$ cat src/rtl/id_stage_pipe.sv
// -----------------------------------------------------------------------------
// id_stage_pipe : RV32I instruction-decode stage with ID/EX pipeline register.
//
// Decodes the incoming instruction, builds the sign-extended immediate, picks
// the ALU operands and latches everything into the ID/EX register. A valid/
// ready handshake faces fetch (i_valid/o_ready) and execute (o_valid/
// i_ex_ready). A load whose result is needed by the very next instruction
// costs one bubble. i_flush kills both the instruction in ID and the register.
//
// Ports
//   clk, rst                 core clock, async active-high reset
//   i_valid / o_ready        fetch handshake (o_ready is combinational)
//   i_instruct, i_currentPC  instruction word and its PC
//   o_rs1, o_rs2             register-file read addresses (combinational)
//   i_regData1, i_regData2   register-file read data, same cycle
//   i_flush                  taken branch/jump: drop ID and ID/EX contents
//   i_ex_ready / o_valid     execute handshake
//   o_jal..o_RegWrite        registered control enables
//   o_Data_sel, o_ALUop      writeback select, ALU operation class
//   o_op1, o_op2, o_imm      registered operands and immediate
//   o_Rdata2, o_pc           store data and PC of the latched instruction
//   o_rd, o_func, o_func3    destination register and function fields
//   o_illegal                opcode outside the supported set
//   o_stall_cnt              saturating count of inserted bubbles
// -----------------------------------------------------------------------------
module id_stage_pipe #(
   parameter int XLEN      = 32,
   parameter int HAZARD_EN = 1,
   parameter int CNT_W     = 16
) (
   input  logic             clk,
   input  logic             rst,
   input  logic             i_valid,
   output logic             o_ready,
   input  logic [31:0]      i_instruct,
   input  logic [XLEN-1:0]  i_currentPC,
   output logic [4:0]       o_rs1,
   output logic [4:0]       o_rs2,
   input  logic [XLEN-1:0]  i_regData1,
   input  logic [XLEN-1:0]  i_regData2,
   input  logic             i_flush,
   input  logic             i_ex_ready,
   output logic             o_valid,
   output logic             o_jal,
   output logic             o_jalr,
   output logic             o_branch,
   output logic             o_MemRead,
   output logic             o_MemWrite,
   output logic             o_RegWrite,
   output logic [1:0]       o_Data_sel,
   output logic [2:0]       o_ALUop,
   output logic [XLEN-1:0]  o_op1,
   output logic [XLEN-1:0]  o_op2,
   output logic [XLEN-1:0]  o_imm,
   output logic [XLEN-1:0]  o_Rdata2,
   output logic [XLEN-1:0]  o_pc,
   output logic [4:0]       o_rd,
   output logic [3:0]       o_func,
   output logic [2:0]       o_func3,
   output logic             o_illegal,
   output logic [CNT_W-1:0] o_stall_cnt
);

   localparam logic [6:0] OPC_LUI    = 7'b0110111;
   localparam logic [6:0] OPC_AUIPC  = 7'b0010111;
   localparam logic [6:0] OPC_JAL    = 7'b1101111;
   localparam logic [6:0] OPC_JALR   = 7'b1100111;
   localparam logic [6:0] OPC_BRANCH = 7'b1100011;
   localparam logic [6:0] OPC_LOAD   = 7'b0000011;
   localparam logic [6:0] OPC_STORE  = 7'b0100011;
   localparam logic [6:0] OPC_OPIMM  = 7'b0010011;
   localparam logic [6:0] OPC_OP     = 7'b0110011;

   typedef struct packed {
      logic            op1_pc;   // op1 = PC instead of rs1 data
      logic            op2_imm;  // op2 = immediate instead of rs2 data
      logic [2:0]      alu;
      logic [1:0]      dsel;
      logic            rw;
      logic            jal;
      logic            jalr;
      logic            br;
      logic            mr;
      logic            mw;
      logic            ill;
      logic            use1;
      logic            use2;
      logic [XLEN-1:0] imm;
   } dec_t;

   dec_t            dec;
   logic [6:0]      opcode;
   logic [XLEN-1:0] imm_i, imm_s, imm_b, imm_u, imm_j;
   logic [XLEN-1:0] op1_d, op2_d;
   logic            advance, hazard;

   assign opcode = i_instruct[6:0];
   assign o_rs1  = i_instruct[19:15];
   assign o_rs2  = i_instruct[24:20];

   assign imm_i = {{(XLEN-11){i_instruct[31]}}, i_instruct[30:20]};
   assign imm_s = {{(XLEN-11){i_instruct[31]}}, i_instruct[30:25], i_instruct[11:7]};
   assign imm_b = {{(XLEN-12){i_instruct[31]}}, i_instruct[7], i_instruct[30:25],
                   i_instruct[11:8], 1'b0};
   assign imm_u = {{(XLEN-31){i_instruct[31]}}, i_instruct[30:12], 12'b0};
   assign imm_j = {{(XLEN-20){i_instruct[31]}}, i_instruct[19:12], i_instruct[20],
                   i_instruct[30:21], 1'b0};

   always_comb begin
      dec = '0;
      case (opcode)
         OPC_LUI:    begin dec.imm = imm_u; dec.op2_imm = 1'b1; dec.alu = 3'b100;
                           dec.dsel = 2'b11; dec.rw = 1'b1; end
         OPC_AUIPC:  begin dec.imm = imm_u; dec.op1_pc = 1'b1; dec.op2_imm = 1'b1;
                           dec.rw = 1'b1; end
         OPC_JAL:    begin dec.imm = imm_j; dec.op1_pc = 1'b1; dec.op2_imm = 1'b1;
                           dec.dsel = 2'b10; dec.rw = 1'b1; dec.jal = 1'b1; end
         OPC_JALR:   begin dec.imm = imm_i; dec.op2_imm = 1'b1; dec.dsel = 2'b10;
                           dec.rw = 1'b1; dec.jalr = 1'b1; dec.use1 = 1'b1; end
         OPC_BRANCH: begin dec.imm = imm_b; dec.alu = 3'b001; dec.br = 1'b1;
                           dec.use1 = 1'b1; dec.use2 = 1'b1; end
         OPC_LOAD:   begin dec.imm = imm_i; dec.op2_imm = 1'b1; dec.dsel = 2'b01;
                           dec.rw = 1'b1; dec.mr = 1'b1; dec.use1 = 1'b1; end
         OPC_STORE:  begin dec.imm = imm_s; dec.op2_imm = 1'b1; dec.mw = 1'b1;
                           dec.use1 = 1'b1; dec.use2 = 1'b1; end
         OPC_OPIMM:  begin dec.imm = imm_i; dec.op2_imm = 1'b1; dec.alu = 3'b011;
                           dec.rw = 1'b1; dec.use1 = 1'b1; end
         OPC_OP:     begin dec.alu = 3'b010; dec.rw = 1'b1;
                           dec.use1 = 1'b1; dec.use2 = 1'b1; end
         default:    dec.ill = 1'b1;
      endcase
   end

   assign op1_d = dec.op1_pc  ? i_currentPC : i_regData1;
   assign op2_d = dec.op2_imm ? dec.imm     : i_regData2;

   // A load sitting in ID/EX cannot forward its data in time to the
   // instruction behind it, so that instruction waits one cycle.
   assign advance = !o_valid | i_ex_ready;
   assign hazard  = (HAZARD_EN != 0) & o_valid & o_MemRead & (o_rd != 5'd0) & i_valid &
                    ((dec.use1 & (o_rs1 == o_rd)) | (dec.use2 & (o_rs2 == o_rd)));
   assign o_ready = i_flush | (advance & !hazard);

   always_ff @(posedge clk or posedge rst) begin
      if (rst) begin
         o_valid     <= 1'b0;
         o_jal       <= 1'b0;
         o_jalr      <= 1'b0;
         o_branch    <= 1'b0;
         o_MemRead   <= 1'b0;
         o_MemWrite  <= 1'b0;
         o_RegWrite  <= 1'b0;
         o_illegal   <= 1'b0;
         o_Data_sel  <= '0;
         o_ALUop     <= '0;
         o_op1       <= '0;
         o_op2       <= '0;
         o_imm       <= '0;
         o_Rdata2    <= '0;
         o_pc        <= '0;
         o_rd        <= '0;
         o_func      <= '0;
         o_func3     <= '0;
         o_stall_cnt <= '0;
      end else if (i_flush || (advance && (hazard || !i_valid))) begin
         // Flush, bubble or empty slot: kill the control, keep stale data.
         o_valid    <= 1'b0;
         o_jal      <= 1'b0;
         o_jalr     <= 1'b0;
         o_branch   <= 1'b0;
         o_MemRead  <= 1'b0;
         o_MemWrite <= 1'b0;
         o_RegWrite <= 1'b0;
         o_illegal  <= 1'b0;
         o_Data_sel <= '0;
         o_ALUop    <= '0;
         if (!i_flush && hazard && (o_stall_cnt != {CNT_W{1'b1}}))
            o_stall_cnt <= o_stall_cnt + 1'b1;
      end else if (advance) begin
         o_valid    <= 1'b1;
         o_jal      <= dec.jal;
         o_jalr     <= dec.jalr;
         o_branch   <= dec.br;
         o_MemRead  <= dec.mr;
         o_MemWrite <= dec.mw;
         o_RegWrite <= dec.rw;
         o_illegal  <= dec.ill;
         o_Data_sel <= dec.dsel;
         o_ALUop    <= dec.alu;
         o_op1      <= op1_d;
         o_op2      <= op2_d;
         o_imm      <= dec.imm;
         o_Rdata2   <= i_regData2;
         o_pc       <= i_currentPC;
         o_rd       <= i_instruct[11:7];
         o_func     <= {i_instruct[30], i_instruct[14:12]};
         o_func3    <= i_instruct[14:12];
      end
   end

endmodule

$ cat config.mk
export PLATFORM = sky130hd
export DESIGN_NAME = id_stage_pipe
export DESIGN_NICKNAME = d
export VERILOG_FILES = /design/src/rtl/id_stage_pipe.sv
export SDC_FILE = /design/constraint.sdc
export NUM_CORES = 1
export LEC_CHECK = 0
export CAP_MARGIN = 40
export CORE_AREA = 2 2 140 142
export CTS_CLUSTER_SIZE = 10
export DETAILED_ROUTE_END_ITERATION = 16
export DIE_AREA = 0 0 142 144
export HOLD_SLACK_MARGIN = 0.03
export PLACE_DENSITY = 0.87
export RECOVER_POWER = 25
export SYNTH_ARGS = -nofsm -noshare
export SYNTH_HDL_FRONTEND = slang
export SYNTH_SLANG_ARGS = --single-unit
$ cat constraint.sdc
create_clock -name clk -period 9.6 [get_ports clk]
set_input_delay 0.96 -clock clk [delete_from_list [all_inputs] [get_ports clk]]
set_output_delay 0.96 -clock clk [all_outputs]
set_load 0.05 [all_outputs]
==> load_flow_metrics.sql <==
INSERT INTO impl_metrics (metric_group, metric, value, unit) VALUES
('worst_setup_path', 'crit_type', 'in2async', ''),
('sta', 'number_of_endpoints_with_negative_hold_slack_in_the_final_report', '0', ''),
('route', 'routed_via_density', '5.401', ''),
('layout', 'syn2layout_area_growth', '46.22', '%'),
('route', 'drt_first_iter_violations', '510', ''),
('route', 'routed_wirelength', '26130', 'µm'),
('synth', 'yosysWarnings', '0', ''),
('worst_setup_path', 'worstRegToRegCells', '7', ''),
('synth', 'ys_types', '52', ''),
('run_status', 'outcome', 'finished, violations left', ''),
('sta', 'setup_violations', '0', ''),
('floorplanning', 'pin_count', '345', ''),
('worst_setup_path', 'worstPathArrival', '5.66', 'ns'),
('worst_hold_path', 'worst_hold_path_type', 'reg2reg', ''),
('synth', 'async_reset_ff_share', '100.0', '%'),
('place', 'place.port_buffers', '344', ''),
('grt', 'grt_first_pass_wirelength', '39400', 'µm'),
('synth', 'synth.ff_latch_count', '198', ''),
('sta', 'worst_slew_pin_slew', '5.263', 'ns'),
('worst_setup_path', 'critical_path.reg2reg.startpoint', 'o_rd[2]', ''),
('place', 'gp_routability_congestion', '0.8762', ''),
('floorplanning', 'fp.dieH', '144', 'µm'),
('layout', 'drive_above_1_share', '10.50', '%'),
('synth', 'netlist_top_cells_area', 'sky130_fd_sc_hd__dfrtp_1 56%, sky130_fd_sc_hd__mux2_2 7.9%, sky130_fd_sc_hd__a21oi_1 6.1%', ''),
('sta', 'finalWorstSetupSlack', '4.551', 'ns'),
('flow_run', 'maxCapViolCount', '1', ''),
('cts', 'ctsHtreeMaxLevel', '4', ''),
('power_and_ir_drop', 'worst_ir_drop_vdd', '0.1267', 'mV'),
('sta', 'final.hold.worst_slack', '0.4816', 'ns'),
('grt', 'global_route.usage.total', '24.96', '%'),
('sta', 'finalCritPeriodShare', '52.59', '%'),
('worst_setup_path', 'ordered_cell_list_for_the_critical_path', 'dlygate4sd3_1 > clkinvlp_2 > buf_4 > buf_12', ''),
('power_and_ir_drop', 'p_leak', '5.485', 'nW'),
('cts', 'cts_num_sinks', '198', ''),
('sta', 'finalCriticalPeriod', '5.049', 'ns'),
('sta', 'achievable-frequency', '198.1', 'MHz'),
('cts', 'cts.hold.buffers_added', '0', ''),
('grt', 'pin_count_of_the_biggest_net_entering_global_routing', '120', ''),
('grt', 'grt_antenna_before_repair', '0', ''),
('cts', 'post_cts_sizing_count', '0', ''),
('synth', 'post-synth-top-area-cell', 'sky130_fd_sc_hd__dfrtp_1', ''),
('floorplanning', 'placeableCoreArea', '19080', 'µm²'),
('route', 'drcViolationCount', '0', ''),
('worst_hold_path', 'hold_path_sink', 'o_jalr', ''),
('synth', 'post_synth_most_frequent_cells', '198 x sky130_fd_sc_hd__dfrtp_1, 107 x sky130_fd_sc_hd__a21oi_1, 102 x sky130_fd_sc_hd__nor2_1', ''),
('worst_setup_path', 'regToRegSetupSlack', '6.61', 'ns'),
('route', 'route.vias.total', '7253', ''),
('sta', 'grt_setup_unrepaired', 'false', ''),
('worst_setup_path', 'end_kind', 'async pin', ''),
('run_status', 'violations', 'max-capacitance violations, max-slew violations', ''),
('cts', 'path_clk_slew', '0.07', 'ns'),
('worst_setup_path', 'critical_path_required', '10.21', 'ns'),
('grt', 'grt_pass1_vias', '7062', ''),
('worst_setup_path', 'crit_path_top_delay_cell', 'sky130_fd_sc_hd__clkinvlp_2', ''),
('layout', 'nNetsFinal', '1227', ''),
('route', 'detail_route.wl_per_cell', '19.46', 'µm'),
('synth', 'synthesis.area_per_instance', '11.30', 'µm²'),
('cts', 'clockRootBuffer', 'sky130_fd_sc_hd__clkbuf_16', ''),
('floorplanning', 'dieArea', '20450', 'µm²'),
('synth', 'most_used_dff_post_synth', 'sky130_fd_sc_hd__dfrtp_1', ''),
('worst_setup_path', 'worstReg2RegEnd', 'o_Rdata2[10]', ''),
('place', 'worst_slack_after_detailed_placement', '5.100', 'ns'),
('cts', 'insertion_delay', '0.43', 'ns'),
('cts', 'clk_path_buf_depth', '2', ''),
('grt', 'grt_overflow_total', '0', ''),
('worst_setup_path', 'worst_path_largest_cell_delay', '2.88', 'ns'),
('sta', 'worst_slew_margin_rel', '-250.9', '%'),
('sta', 'final-max-slew-violation-count', '120', ''),
('cts', 'cts_buffers', '17', ''),
('worst_setup_path', 'worstPathMaxFanout', '119', ''),
('sta', 'worst_clock_skew', '0.01195', 'ns');
layer usage:
layer | GRT usage, % | vias to the layer above | share of wire [%]
met3 | 6.589 | 47 | 6.0
met1 | 33.60 | 3579 | 43
met4 | 8.632 | 0 | 2.7
met2 | 39.38 | 261 | 49
li1 | - | 3366 | -
met5 | 0 | - | 0
through the flow:
stage	total power, mW	util (%)	instance area [µm²]	std cells
floorplan	1.625	-	8812	780
global placement	1.972	64.41	12290	1309
detailed placement	1.992	64.70	12340	1312
CTS	2.670	67.57	12890	1343
global route	2.749	67.53	12880	1343
finish	2.651	67.53	12880	1343
worst reg2reg max path, cell delays in order (launching register included):
cell and delay (ns):
sky130_fd_sc_hd__dfrtp_1 0.46, sky130_fd_sc_hd__or4_1 0.52, sky130_fd_sc_hd__nor2_1 0.14, sky130_fd_sc_hd__nor3_2 0.10
sky130_fd_sc_hd__a21oi_4 0.33, sky130_fd_sc_hd__buf_16 0.23, sky130_fd_sc_hd__buf_4 0.65, sky130_fd_sc_hd__mux2_2 0.45
worst max path at each step:
stage             startpoint          to  slack [ns]
2_1_floorplan            rst  o_ALUop[0]        3.24
3_3_place_gp   i_instruct[5]    o_pc[29]        5.14
3_5_place_dp   i_instruct[2]     o_ready        5.10
4_1_cts        i_instruct[2]     o_ready        5.09
5_1_grt                  rst    o_op2[6]        3.63
6_report                 rst    o_op2[6]        4.55
state kept, by name, indices dropped and copies added, names as in the netlist:
register / count
o_rd: 5
o_MemRead: 1
o_op2: 32
o_Rdata2: 32
o_jal: 1
o_stall_cnt: 16
o_RegWrite: 1
o_MemWrite: 1
o_op1: 32
o_valid: 1
o_imm: 32
o_illegal: 1
o_jalr: 1
o_func: 4
o_ALUop: 3
o_branch: 1
o_Data_sel: 2
o_pc: 32
final cells by class:
cell class | instances | area [µm²]
Clock buffer | 18 | 429.2
Clock inverter | 13 | 117.6
Fill cell | 1424 | 6195
Inverter | 4 | 16.27
Multi-Input combinational cell | 517 | 3511
Sequential cell | 198 | 4955
Tap cell | 238 | 297.8
Timing Repair Buffer | 355 | 3558
cells by family after synthesis:
family          count (synthesis)  synth area share [%]
compound gates                159                 10.38
xor+xnor                       25                 2.485
fa+ha+maj                       1                0.1420
buf+inv                        65                 4.047
flops                         198                 56.23
mux                           130                 16.16
simple gates                  202                 10.56
power by group:
group          leakage, nW  total (mW)  internal [mW]  switching, mW
combinational         2.84       0.960          0.339          0.621
clock                0.268       0.676          0.340          0.336
sequential            2.38        1.01          0.949         0.0653
total                 5.49        2.65           1.63           1.02
placed cells by master (no fill, tap or decap), drive strengths merged, types with 4 or more instances in the layout:
| cell | instances |
|---|---|
| nor2b | 8 |
| mux2i | 32 |
| nand2 | 33 |
| a32o | 4 |
| mux2 | 98 |
| a31oi | 8 |
| clkbuf | 18 |
| nor2 | 102 |
| o21ai | 15 |
| nor3 | 8 |
| dfrtp | 198 |
| clkinv | 7 |
| nand4 | 5 |
| xor2 | 8 |
| a31o | 6 |
| and3 | 8 |
| buf | 11 |
| a22oi | 4 |
| and2 | 5 |
| nand3 | 19 |
| inv | 8 |
| xnor2 | 17 |
| a21oi | 108 |
| a22o | 4 |
| clkdlybuf4s50 | 343 |
Note: power is estimated with default switching activity, not from simulation.
